--- config.mk ---
export PLATFORM = sky130hd
export DESIGN_NAME = hack_kbd_scheduler
export DESIGN_NICKNAME = d
export VERILOG_FILES = /design/src/rtl/hack_kbd_pkg.sv /design/src/rtl/hack_kbd_fifo.sv /design/src/rtl/hack_kbd_scheduler.sv
export SDC_FILE = /design/constraint.sdc
export NUM_CORES = 1
export LEC_CHECK = 0
export CORE_UTILIZATION = 54
export DETAILED_ROUTE_END_ITERATION = 6
export PLACE_DENSITY = 0.76
export SYNTH_ARGS = -nofsm -noshare
export SYNTH_HDL_FRONTEND = slang
export SYNTH_HIERARCHICAL = 1
export SYNTH_SLANG_ARGS = --single-unit
--- constraint.sdc ---
create_clock -name clk -period 3.3 [get_ports clk]
set_input_delay 0.66 -clock clk [delete_from_list [all_inputs] [get_ports clk]]
set_output_delay 0.66 -clock clk [all_outputs]
set_load 0.02 [all_outputs]
--- src/rtl/hack_kbd_pkg.sv ---
// Shared state encoding and named Hack keyboard scancodes for the KBD scheduler.
// Cursor and function keys follow the Hack platform's extended code map.
package hack_kbd_pkg;

  typedef enum logic [1:0] {
    ST_IDLE     = 2'd0,
    ST_PHYS     = 2'd1,
    ST_INJ_HOLD = 2'd2,
    ST_GAP      = 2'd3
  } kbd_state_t;

  localparam logic [7:0] KEY_ENTER = 8'd128;
  localparam logic [7:0] KEY_BKSP  = 8'd129;
  localparam logic [7:0] KEY_LEFT  = 8'd130;
  localparam logic [7:0] KEY_UP    = 8'd131;
  localparam logic [7:0] KEY_RIGHT = 8'd132;
  localparam logic [7:0] KEY_DOWN  = 8'd133;
  localparam logic [7:0] KEY_ESC   = 8'd140;
  localparam logic [7:0] KEY_F1    = 8'd141;
  localparam logic [7:0] KEY_F12   = 8'd152;

endpackage

--- src/rtl/hack_kbd_fifo.sv ---
// Injected-scancode queue with flush; level/empty/full are registered, head is read combinationally.
// Push is refused while full (no bypass at full); zero codes are acknowledged but dropped.
module hack_kbd_fifo #(
  parameter int DEPTH = 16,
  parameter int DW    = 8
) (
  input  logic                   clk,
  input  logic                   rst,
  input  logic                   push_vld,
  input  logic [DW-1:0]          push_dat,
  output logic                   push_rdy,
  input  logic                   pop,
  input  logic                   flush,
  output logic [DW-1:0]          head_dat,
  output logic [$clog2(DEPTH):0] level,
  output logic                   empty
);
  localparam int AW = $clog2(DEPTH);
  localparam int LW = AW + 1;

  logic [AW-1:0] wr_ptr_q, wr_ptr_d, rd_ptr_q, rd_ptr_d;
  logic [LW-1:0] level_q, level_d;
  logic [DW-1:0] mem_q [DEPTH];
  logic [DW-1:0] mem_d [DEPTH];
  logic          do_push, do_pop;

  assign push_rdy = (level_q != LW'(DEPTH));
  assign empty    = (level_q == '0);
  assign level    = level_q;
  assign head_dat = mem_q[rd_ptr_q];
  assign do_push  = push_vld && push_rdy && (push_dat != '0) && !flush;
  assign do_pop   = pop && !empty;

  always_comb begin
    wr_ptr_d = wr_ptr_q;
    rd_ptr_d = rd_ptr_q;
    level_d  = level_q;
    mem_d    = mem_q;
    if (flush) begin
      wr_ptr_d = '0;
      rd_ptr_d = '0;
      level_d  = '0;
    end else begin
      if (do_push) begin
        mem_d[wr_ptr_q] = push_dat;
        wr_ptr_d        = wr_ptr_q + AW'(1);
      end
      if (do_pop) begin
        rd_ptr_d = rd_ptr_q + AW'(1);
      end
      case ({do_push, do_pop})
        2'b10:   level_d = level_q + LW'(1);
        2'b01:   level_d = level_q - LW'(1);
        default: level_d = level_q;
      endcase
    end
  end

  always_ff @(posedge clk or posedge rst) begin
    if (rst) begin
      wr_ptr_q <= '0;
      rd_ptr_q <= '0;
      level_q  <= '0;
    end else begin
      wr_ptr_q <= wr_ptr_d;
      rd_ptr_q <= rd_ptr_d;
      level_q  <= level_d;
    end
  end

  // Storage needs no reset: only entries covered by level are ever read.
  always_ff @(posedge clk) begin
    mem_q <= mem_d;
  end

endmodule

--- src/rtl/hack_kbd_scheduler.sv ---
// Arbitrates the Hack KBD register between the physical keyboard and a queued injected-text stream.
// Outputs registered (1-cycle latency); inj_ready drops only when the queue is full.
module hack_kbd_scheduler
  import hack_kbd_pkg::*;
#(
  parameter int HOLD_CYCLES = 500000,
  parameter int GAP_CYCLES  = 250000,
  parameter int FIFO_DEPTH  = 16
) (
  input  logic                        clk,
  input  logic                        reset,
  input  logic [7:0]                  phys_code,
  input  logic                        inj_valid,
  input  logic [7:0]                  inj_code,
  output logic                        inj_ready,
  input  logic                        inj_flush,
  output logic [15:0]                 kbd_out,
  output logic [$clog2(FIFO_DEPTH):0] fifo_level,
  output logic                        busy
);
  localparam int MAXC = (HOLD_CYCLES > GAP_CYCLES) ? HOLD_CYCLES : GAP_CYCLES;
  localparam int CW   = (MAXC > 1) ? $clog2(MAXC) : 1;

  kbd_state_t    state_q, state_d;
  logic [CW-1:0] cnt_q, cnt_d;
  logic [7:0]    kbd_q, kbd_d;
  logic [7:0]    head_dat;
  logic          fifo_empty;
  logic          pop;

  hack_kbd_fifo #(
    .DEPTH (FIFO_DEPTH),
    .DW    (8)
  ) u_fifo (
    .clk      (clk),
    .rst      (reset),
    .push_vld (inj_valid),
    .push_dat (inj_code),
    .push_rdy (inj_ready),
    .pop      (pop),
    .flush    (inj_flush),
    .head_dat (head_dat),
    .level    (fifo_level),
    .empty    (fifo_empty)
  );

  always_comb begin
    state_d = state_q;
    cnt_d   = cnt_q;
    kbd_d   = kbd_q;
    pop     = 1'b0;
    case (state_q)
      ST_IDLE: begin
        kbd_d = '0;
        if (phys_code != '0) begin
          state_d = ST_PHYS;
          kbd_d   = phys_code;
        end else if (!fifo_empty) begin
          pop     = 1'b1;
          state_d = ST_INJ_HOLD;
          kbd_d   = head_dat;
          cnt_d   = CW'(HOLD_CYCLES - 1);
        end
      end
      ST_PHYS: begin
        if (phys_code == '0) begin
          state_d = ST_GAP;
          kbd_d   = '0;
          cnt_d   = CW'(GAP_CYCLES - 1);
        end else begin
          kbd_d = phys_code;
        end
      end
      // Injected keys are never preempted so the program always sees the full hold.
      ST_INJ_HOLD: begin
        if (cnt_q == '0) begin
          state_d = ST_GAP;
          kbd_d   = '0;
          cnt_d   = CW'(GAP_CYCLES - 1);
        end else begin
          cnt_d = cnt_q - CW'(1);
        end
      end
      ST_GAP: begin
        kbd_d = '0;
        if (cnt_q == '0) begin
          state_d = ST_IDLE;
        end else begin
          cnt_d = cnt_q - CW'(1);
        end
      end
      default: begin
        state_d = ST_IDLE;
        kbd_d   = '0;
      end
    endcase
  end

  always_ff @(posedge clk or posedge reset) begin
    if (reset) begin
      state_q <= ST_IDLE;
      cnt_q   <= '0;
      kbd_q   <= '0;
    end else begin
      state_q <= state_d;
      cnt_q   <= cnt_d;
      kbd_q   <= kbd_d;
    end
  end

  assign kbd_out = {8'h00, kbd_q};
  assign busy    = (state_q != ST_IDLE);

endmodule
==> results.yml, run 1 <==
critical_path:
  end_kind: "register"
  path_class: "in2reg"
  arrival_ns: 3.28
  cp-start-kind: "primary input"
  r2r-start: "u_fifo/level[0]"
  reg2reg_depth: 12
  worstReg2RegEnd: "u_fifo/level[4]"
  cp_max_fo: 4
  r2r_slack_ns: 0.43
  cp_data_required_time_ns: 3.61
power_and_ir_drop:
  p_leak_nw: 3.187
  finalPower_mw: 6.207
  p_sw_mw: 1.950
  power.clock.fraction_pct: 31.7
  switching_share_pct: 31.42
  irDropWorstVdd_mv: 0.4579
  seqPwrFrac_pct: 42.8
  pwr_density_cell_mw_per_mm2: 690.1
  internal-power_mw: 4.256
  pwr-share-comb_pct: 25.4
yosys:
  ys_seq_area_share_pct: 63.01
  syn_area_per_cell_sq_um: 14.80
  yosysWarnings: 6
  synth_ff_type: "edfxtp_1"
  synthTopCellsByArea: "edfxtp_1, dfrtp_1, mux4_2, a21oi_1, nor2_1"
  yosys.area.top_type_share_pct: 49.48
  ys_seq_elements: 170
  yosys.area.top_type: "edfxtp_1"
  netlist_area_sq_mm: 0.007769
  syn-instance-count: 525
  async_reset_ff_share_pct: 24.71
  synth-edff-count: 128
  synth_cell_types: 70
cts:
  path_clk_slew_ns: 0.06
  cts_root_buf: "clkbuf_16"
  cts_tree: "done"
  ctsHoldBuffers: 0
  clock_path_buffers: 2
  cts_sinks: 170
  post_cts_resized: 0
  cts_buffers: 17
  worstSkewPairLatency_ns: 0.42
  htree_levels: 4
  postCtsSetupRepairBufs: 0
worst_hold_path:
  holdCritPathClass: "reg2reg"
  hold_path_startpoint: "kbd_q[3]"
  min_to: "kbd_q[3]"
  worstHoldPathCells: 2
global_route:
  grt_pass1_vias: 4690
  grt_use_total_pct: 24.62
  grt_pass1_wl_um: 26250
  antenna_found_initial: 0
  grt_max_degree: 36
  overflow: 0
floorplan:
  die_area_sq_mm: 0.01487
  die_h_um: 121.9
  rows: 43
  pin_count: 43
  chipWidth_um: 121.9
  start_util_pct: 55.75
  core_area_sq_mm: 0.01393
routing:
  drtIter0Drc: 435
  drc_errors: 0
  wl_per_cell_um: 21.78
  route.met3.wl_um: 804
  route.met2.wl_um: 8903
  num_vias: 4820
  antenna_left: 0
  avgViaCountPerCell: 6.219
  drt-met1-wl_um: 6758
  drt_first_pass_iters: 5
  top_layer_used: "met4"
  drt-total-wl_um: 16880
timing:
  fin_crit_sh_pct: 90.02
  relSlewSlack_pct: 45.31
  fmax_ghz: 0.3366
  worstMarginPinSlew_ns: 0.8174
  period_needed_ns: 2.971
  drv_slew: 0
  finalHoldViolCount: 0
  rsz0062_at_grt: "no"
  skew_ns: 0.009591
  setup_viol: 0
run:
  maxCapViolCount: 0
outcome:
  outcome: "completed"
finish:
  areaGrowthSynthToFinish_pct: 15.77
  final_cell_mix: "edfxtp_1, nor2_1, dfrtp_1"
  final_area_sq_mm: 0.008994
  final_common_cell: "edfxtp_1"
  antenna_cells: 0
  nNetsFinal: 617
  drive_gt1_share_pct: 21.34
  final_cells: 775
placement:
  place_area_sq_mm: 0.008409
  io_buffers: 34
  dp_hpwl_um: 11070
  finalWeightedCongestion: 0.8670
  dp.cells: 744
layout make-up:
type                    instances  area [sq um]
clock inverters                14         158.9
inverters                      26         97.59
well taps                     180         225.2
multi-input cells             303          2618
clock buffers                  17         425.4
fillers                       957          4941
flip-flops and latches        170          4896
repair buffers                 65         573.1
power by group through the flow:
stage | logic [mW] | clock network (mW) | registers, mW
finish | 1.58 | 1.97 | 2.66
global route | 1.71 | 2.08 | 2.69
CTS | 1.56 | 2.00 | 2.65
detailed placement | 1.54 | 0 | 2.70
global placement | 1.47 | 0 | 2.68
floorplan | 1.08 | 0 | 2.71
metal layers:
| layer | up-vias | GRT usage (%) |
|---|---|---|
| met4 | 0 | 9.645 |
| li1 | 2166 | - |
| met3 | 20 | 5.478 |
| met2 | 195 | 41.38 |
| met1 | 2439 | 31.16 |
| met5 | - | 0 |
kinds of logic after synthesis:
kind of cell / synth area share, %
AO/OA/AOI/OAI: 8.729
buffers and inverters: 3.640
flip-flops: 63.01
AND/OR/NAND/NOR: 9.325
other: 0.04827
multiplexers: 12.00
XOR/XNOR: 0.9020
adder cells (fa/ha/maj): 2.351
worst max-delay path, cell delays in order:
cell             delay (ns)
clkdlybuf4s50_1        0.43
nor4_2                 0.36
nand3_1                0.18
nor2_1                 0.21
o21a_1                 0.18
o31ai_1                0.10
fa_1                   0.40
nand2b_1               0.17
a21oi_1                0.26
nand2_1                0.09
o221ai_1               0.16
a21oi_1                0.08
sequential cells by signal, summed over array words and instances (netlist names):
name,count
cnt_q,19
kbd_q,8
state_q,2
u_fifo/level,5
u_fifo/mem_q,128
u_fifo/rd_ptr_q,4
u_fifo/wr_ptr_q,4
how the worst max path moves through the flow:
| stage | start | depth (start not counted) | slack [ns] | endpoint |
|---|---|---|---|---|
| floorplan | phys_code[0] | 12 | 0.04 | u_fifo/level[4] |
| global placement | inj_code[5] | 11 | -0.01 | u_fifo/level[4] |
| detailed placement | inj_code[5] | 11 | -0.09 | u_fifo/level[4] |
| CTS | inj_code[5] | 11 | 0.36 | u_fifo/level[4] |
| global route | phys_code[4] | 12 | 0.14 | u_fifo/level[4] |
| finish | phys_code[4] | 12 | 0.33 | u_fifo/level[4] |
through the flow:
stage | utilization (%) | setup TNS (ns) | setup slack, ns | hold WS, ns
global route | 64.54 | 0 | 0.1410 | 0.5581
CTS | 64.54 | 0 | 0.3635 | 0.5305
global placement | 60.35 | -0.01429 | -0.01429 | 0.5136
detailed placement | 60.35 | -0.08674 | -0.08674 | 0.5165
finish | 64.54 | 0 | 0.3294 | 0.5301
floorplan | - | 0 | 0.04254 | 0.4888
cells in the mapped netlist (10+ instances only):
master	number
dfrtp_1	42
clkbuf_1	10
edfxtp_1	128
nor2_1	45
inv_1	26
o21ai_0	17
nand3_1	10
a21oi_1	36
ha_1	13
buf_4	10
nand2_1	12
nor3_1	10
mux4_2	40
and3_1	10
nor4_1	14
Power figures use the tool's default switching activity.
==> run 2, diff against run 1 <==
- CORE_MARGIN: default -> 2
==> run 2 against run 1 <==
  * Critical path depth fell by 1
  * Count of clock-buffer cells in the layout did not move
  * Non-clock buffer count rose by 1
  * Fmax rose by 1.6%
  * Design area rose by 0.22%
  * First-iteration DRC count rose by 20%
==> results.yml, run 2 (synthesized netlist as in run 1, its figures left out) <==
timing:
  period_needed_ns: 2.923
  relSlewSlack_pct: 45.02
  setup_viol: 0
  rsz0062_at_grt: "no"
  postLayoutSetupSlackWorst_ns: 0.3766
  finalHoldViolCount: 0
  fin_crit_sh_pct: 88.59
  tns_ns: 0
  drv_slew: 0
  fmax_ghz: 0.3421
  skew_ns: 0.008500
  worstMarginPinSlew_ns: 0.8217
cts:
  clock_path_buffers: 2
  cts_tree: "done"
  post_cts_resized: 0
  path_clk_slew_ns: 0.07
  cts_sinks: 170
  cts_root_buf: "clkbuf_16"
  cts_buffers: 17
  worstSkewPairLatency_ns: 0.42
  postCtsSetupRepairBufs: 0
  ctsHoldBuffers: 0
  htree_levels: 4
placement:
  dp_hpwl_um: 11080
  io_buffers: 34
  finalWeightedCongestion: 0.8317
  post-place-ws_ns: -0.06665
global_route:
  grt_pass1_vias: 4687
  grt_pass1_wl_um: 25510
  grt_use_total_pct: 23.01
  grt_max_degree: 36
  overflow: 0
  antenna_found_initial: 0
critical_path:
  worstReg2RegEnd: "u_fifo/level[3]"
  path_class: "in2reg"
  cp_max_fo: 4
  arrival_ns: 3.23
  reg2reg_depth: 12
  end_kind: "register"
  r2r-start: "u_fifo/level[0]"
  max_stage_delay_ns: 0.55
  r2r_slack_ns: 0.52
  cp_common_cell: "a21oi_1"
  critPathTopFamily: "simple AND/OR/NAND/NOR gates"
  slowest_stage: "or4_1"
  path_cells: "clkdlybuf4s50_1, or4_1, o21ai_0, buf_4, o31ai_1, fa_1, nand2b_1, a21oi_1, nand2_1, o221ai_1, a21oi_1"
  cp-start-kind: "primary input"
  cp_data_required_time_ns: 3.61
  critPathBufInv: 2
outcome:
  outcome: "completed"
power_and_ir_drop:
  pwr_density_cell_mw_per_mm2: 680.2
  finalPower_mw: 6.131
  p_leak_nw: 3.186
  irDropWorstVdd_mv: 0.5676
floorplan:
  die_area_sq_mm: 0.01536
  start_util_pct: 55.54
  core_area_sq_mm: 0.01399
  die_h_um: 123.9
  pin_count: 43
  rows: 43
  chipWidth_um: 123.9
finish:
  final_cell_mix: "edfxtp_1, nor2_1, dfrtp_1"
  final_common_cell: "edfxtp_1"
  areaGrowthSynthToFinish_pct: 16.03
  reg_top3: "u_fifo/mem_q x128, cnt_q x19, kbd_q x8"
  largest_reg_flops: 128
  largest-register: "u_fifo/mem_q"
  final_util_pct: 64.44
  nNetsFinal: 618
  fillers: 991
  antenna_cells: 0
  drive_gt1_share_pct: 21.44
worst_hold_path:
  min_to: "kbd_q[3]"
  hold_path_startpoint: "kbd_q[3]"
  worstHoldPathCells: 2
  holdCritPathClass: "reg2reg"
routing:
  wl_per_cell_um: 21.20
  drc_errors: 0
  antenna_left: 0
  num_vias: 4823
  drt-total-wl_um: 16470
  avgViaCountPerCell: 6.207
  drtIter0Drc: 523
  drt_first_pass_iters: 6
run:
  maxCapViolCount: 0
[run 2: worst reg2reg max path, cell delays in order (launching register included)]
cell	delay, ns
dfrtp_1	0.44
or4_4	0.58
nor2_1	0.18
nor2_1	0.10
o21a_1	0.13
o31ai_1	0.10
inv_1	0.15
ha_1	0.29
a21o_2	0.21
a21oi_1	0.17
xnor2_1	0.14
nand3_1	0.09
a21oi_1	0.14
[run 2: power breakdown]
group	total (mW)	switching [mW]	internal, mW
clock	1.91	0.899	1.01
sequential	2.65	0.175	2.48
combinational	1.57	0.923	0.645
total	6.13	2.00	4.14
[run 2: area by class of cell]
cell class	count	area, sq um	share of cell area (%)
well taps	180	225.2	2.499
flip-flops and latches	170	4896	54.32
repair buffers	66	593.1	6.580
clock inverters	15	158.9	1.763
inverters	26	97.59	1.083
clock buffers	17	425.4	4.720
multi-input cells	303	2618	29.04
[run 2: worst max path at each step]
| stage | start | to | slack (ns) | cells after the start |
|---|---|---|---|---|
| detailed placement | inj_code[5] | u_fifo/level[4] | -0.07 | 11 |
| floorplan | phys_code[0] | u_fifo/level[4] | 0.04 | 12 |
| global placement | inj_code[5] | u_fifo/level[4] | -0.004 | 11 |
| global route | phys_code[0] | u_fifo/level[4] | 0.23 | 12 |
| finish | inj_code[5] | u_fifo/level[4] | 0.38 | 11 |
| CTS | inj_code[5] | u_fifo/level[4] | 0.38 | 11 |
[run 2: per-stage QoR]
stage | std cells | area, sq um | hold WS (ns)
3_3_place_gp | 745 | 8429 | 0.5121
4_1_cts | 777 | 9014 | 0.5338
5_1_grt | 777 | 9014 | 0.5753
3_5_place_dp | 745 | 8429 | 0.5168
2_1_floorplan | 532 | 7795 | 0.4888
6_report | 777 | 9014 | 0.5312
[run 2: layer usage]
metal	global-route usage, %	wire [um]	up-vias
met2	38.32	8409	194
met4	9.059	416	0
met3	4.899	1031	31
li1	-	-	2167
met5	0	0	-
met1	29.85	6612	2431
==> run 3, diff against run 2 <==
- PLACE_DENSITY: 0.76 -> 0.78
==> run 3 against run 2 <==
  * Fmax shrank 2.4%
  * Count of clock-buffer cells in the layout stayed put
  * Critical path depth did not move
  * Critical endpoint unchanged
==> results.yml, run 3 (synthesized netlist as in run 1, its figures left out) <==
outcome:
  outcome: "completed"
timing:
  fmax_ghz: 0.3340
  postLayoutSetupSlackWorst_ns: 0.3058
  worstMarginPinSlew_ns: 0.8129
  fin_crit_sh_pct: 90.73
  setup_viol: 0
  finalHoldViolCount: 0
  skew_ns: 0.01241
  whs_ns: 0.5437
  relSlewSlack_pct: 45.61
  rsz0062_at_grt: "no"
  drv_slew: 0
  period_needed_ns: 2.994
power_and_ir_drop:
  pwr_density_cell_mw_per_mm2: 694.6
  p_leak_nw: 3.204
  irDropWorstVdd_mv: 0.4082
critical_path:
  startpoint: "inj_code[5]"
  r2r-start: "u_fifo/level[0]"
  path_cells: "clkdlybuf4s50_1, or4_1, o21ai_0, buf_4, o31ai_1, fa_1, nand2b_1, a21oi_1, nand2_1, o221ai_1, a21oi_1"
  reg2reg_depth: 12
  slowest_stage: "or4_1"
  cp_max_fo: 4
  r2r_slack_ns: 0.45
  end_kind: "register"
  max_stage_delay_ns: 0.58
  cp_common_cell: "a21oi_1"
  arrival_ns: 3.31
  cp-start-kind: "primary input"
  cp_data_required_time_ns: 3.62
  worstReg2RegEnd: "u_fifo/level[4]"
  path_class: "in2reg"
routing:
  num_vias: 4938
  wl_per_cell_um: 21.50
  avgViaCountPerCell: 6.363
  drtIter0Drc: 607
  drt-total-wl_um: 16690
  drt_first_pass_iters: 5
  drc_errors: 0
  antenna_left: 0
floorplan:
  pin_count: 43
  rows: 43
  die_area_sq_mm: 0.01536
  chipWidth_um: 123.9
  core_area_sq_mm: 0.01399
  die_h_um: 123.9
  start_util_pct: 55.54
cts:
  postCtsSetupRepairBufs: 0
  cts_buffers: 17
  ctsHoldBuffers: 0
  cts_root_buf: "clkbuf_16"
  cts_tree: "done"
  worstSkewPairLatency_ns: 0.43
  path_clk_slew_ns: 0.07
  clock_path_buffers: 2
  cts_sinks: 170
  post_cts_resized: 0
  htree_levels: 4
placement:
  place_area_sq_mm: 0.008422
  finalWeightedCongestion: 0.9067
  dp.cells: 744
  post-place-ws_ns: -0.1266
  io_buffers: 34
  dp_hpwl_um: 11080
global_route:
  grt_pass1_wl_um: 25720
  grt_max_degree: 36
  grt_pass1_vias: 4738
  overflow: 0
  antenna_found_initial: 0
  grt_use_total_pct: 23.03
worst_hold_path:
  hold_path_startpoint: "kbd_q[5]"
  worstHoldPathCells: 2
  min_to: "kbd_q[5]"
  holdCritPathClass: "reg2reg"
finish:
  drive_gt1_share_pct: 21.48
  final_cells: 776
  largest-register: "u_fifo/mem_q"
  final_cell_mix: "edfxtp_1, nor2_1, dfrtp_1"
  nNetsFinal: 617
  fillers: 966
  areaGrowthSynthToFinish_pct: 16.43
  antenna_cells: 0
  final_common_cell: "edfxtp_1"
  final_area_sq_mm: 0.009045
  reg_top3: "u_fifo/mem_q x128, cnt_q x19, kbd_q x8"
  largest_reg_flops: 128
run:
  maxCapViolCount: 0
run 3: cell types whose count changed in the layout (fill, tap and decap cells not counted):
cell	delta
clkinv_8	+2
inv_6	+3
clkinv_4	-1
buf_4	-1
clkinvlp_4	-2
bufinv_16	+1
inv_8	-2
clkinv_1	-1
run 3: layout make-up:
class | count | area [sq um] | share of cell area [%]
clock inverters | 15 | 197.7 | 2.186
inverters | 26 | 97.59 | 1.079
well taps | 180 | 225.2 | 2.490
clock buffers | 17 | 425.4 | 4.703
repair buffers | 65 | 585.6 | 6.474
flip-flops and latches | 170 | 4896 | 54.13
multi-input cells | 303 | 2618 | 28.94
run 3: worst max path at each step:
| stage | endpoint | slack, ns | depth (start not counted) |
|---|---|---|---|
| 6_report | u_fifo/level[4] | 0.31 | 11 |
| 3_3_place_gp | u_fifo/level[4] | -0.03 | 11 |
| 4_1_cts | u_fifo/level[4] | 0.31 | 11 |
| 3_5_place_dp | u_fifo/level[4] | -0.13 | 11 |
| 5_1_grt | u_fifo/level[4] | 0.19 | 11 |
| 2_1_floorplan | u_fifo/level[4] | 0.04 | 12 |
run 3: layer usage:
layer | track usage [%] | routed length, um | vias to the layer above | part of all wire [%]
met3 | 4.579 | 1003 | 39 | 6.0
met5 | 0 | 0 | - | 0
met1 | 30.47 | 6763 | 2500 | 41
met2 | 38.50 | 8586 | 231 | 51
met4 | 7.935 | 334 | 0 | 2.0
li1 | - | - | 2168 | -
run 3: stage by stage:
stage | utilization (%) | total power [mW] | setup TNS (ns)
finish | 64.66 | 6.282 | 0
detailed placement | 60.21 | 4.230 | -0.1764
CTS | 64.66 | 6.273 | 0
global route | 64.66 | 6.532 | 0
global placement | 60.21 | 4.143 | -0.03227
floorplan | - | 3.792 | 0
run 3: report_power, final:
part / total, mW / switching, mW / internal, mW
Clock: 2.04 / 0.938 / 1.10
Combinational: 1.57 / 0.934 / 0.634
Sequential: 2.68 / 0.198 / 2.48
Total: 6.28 / 2.07 / 4.21
run 3: critical path: cells and delay by family:
kind                       cells  cell delay [ns]
and+or+nand+nor                3             0.82
AOI/OAI and AO/OA              5             0.81
buffers and inverters          2             0.65
adders and majority gates      1             0.38
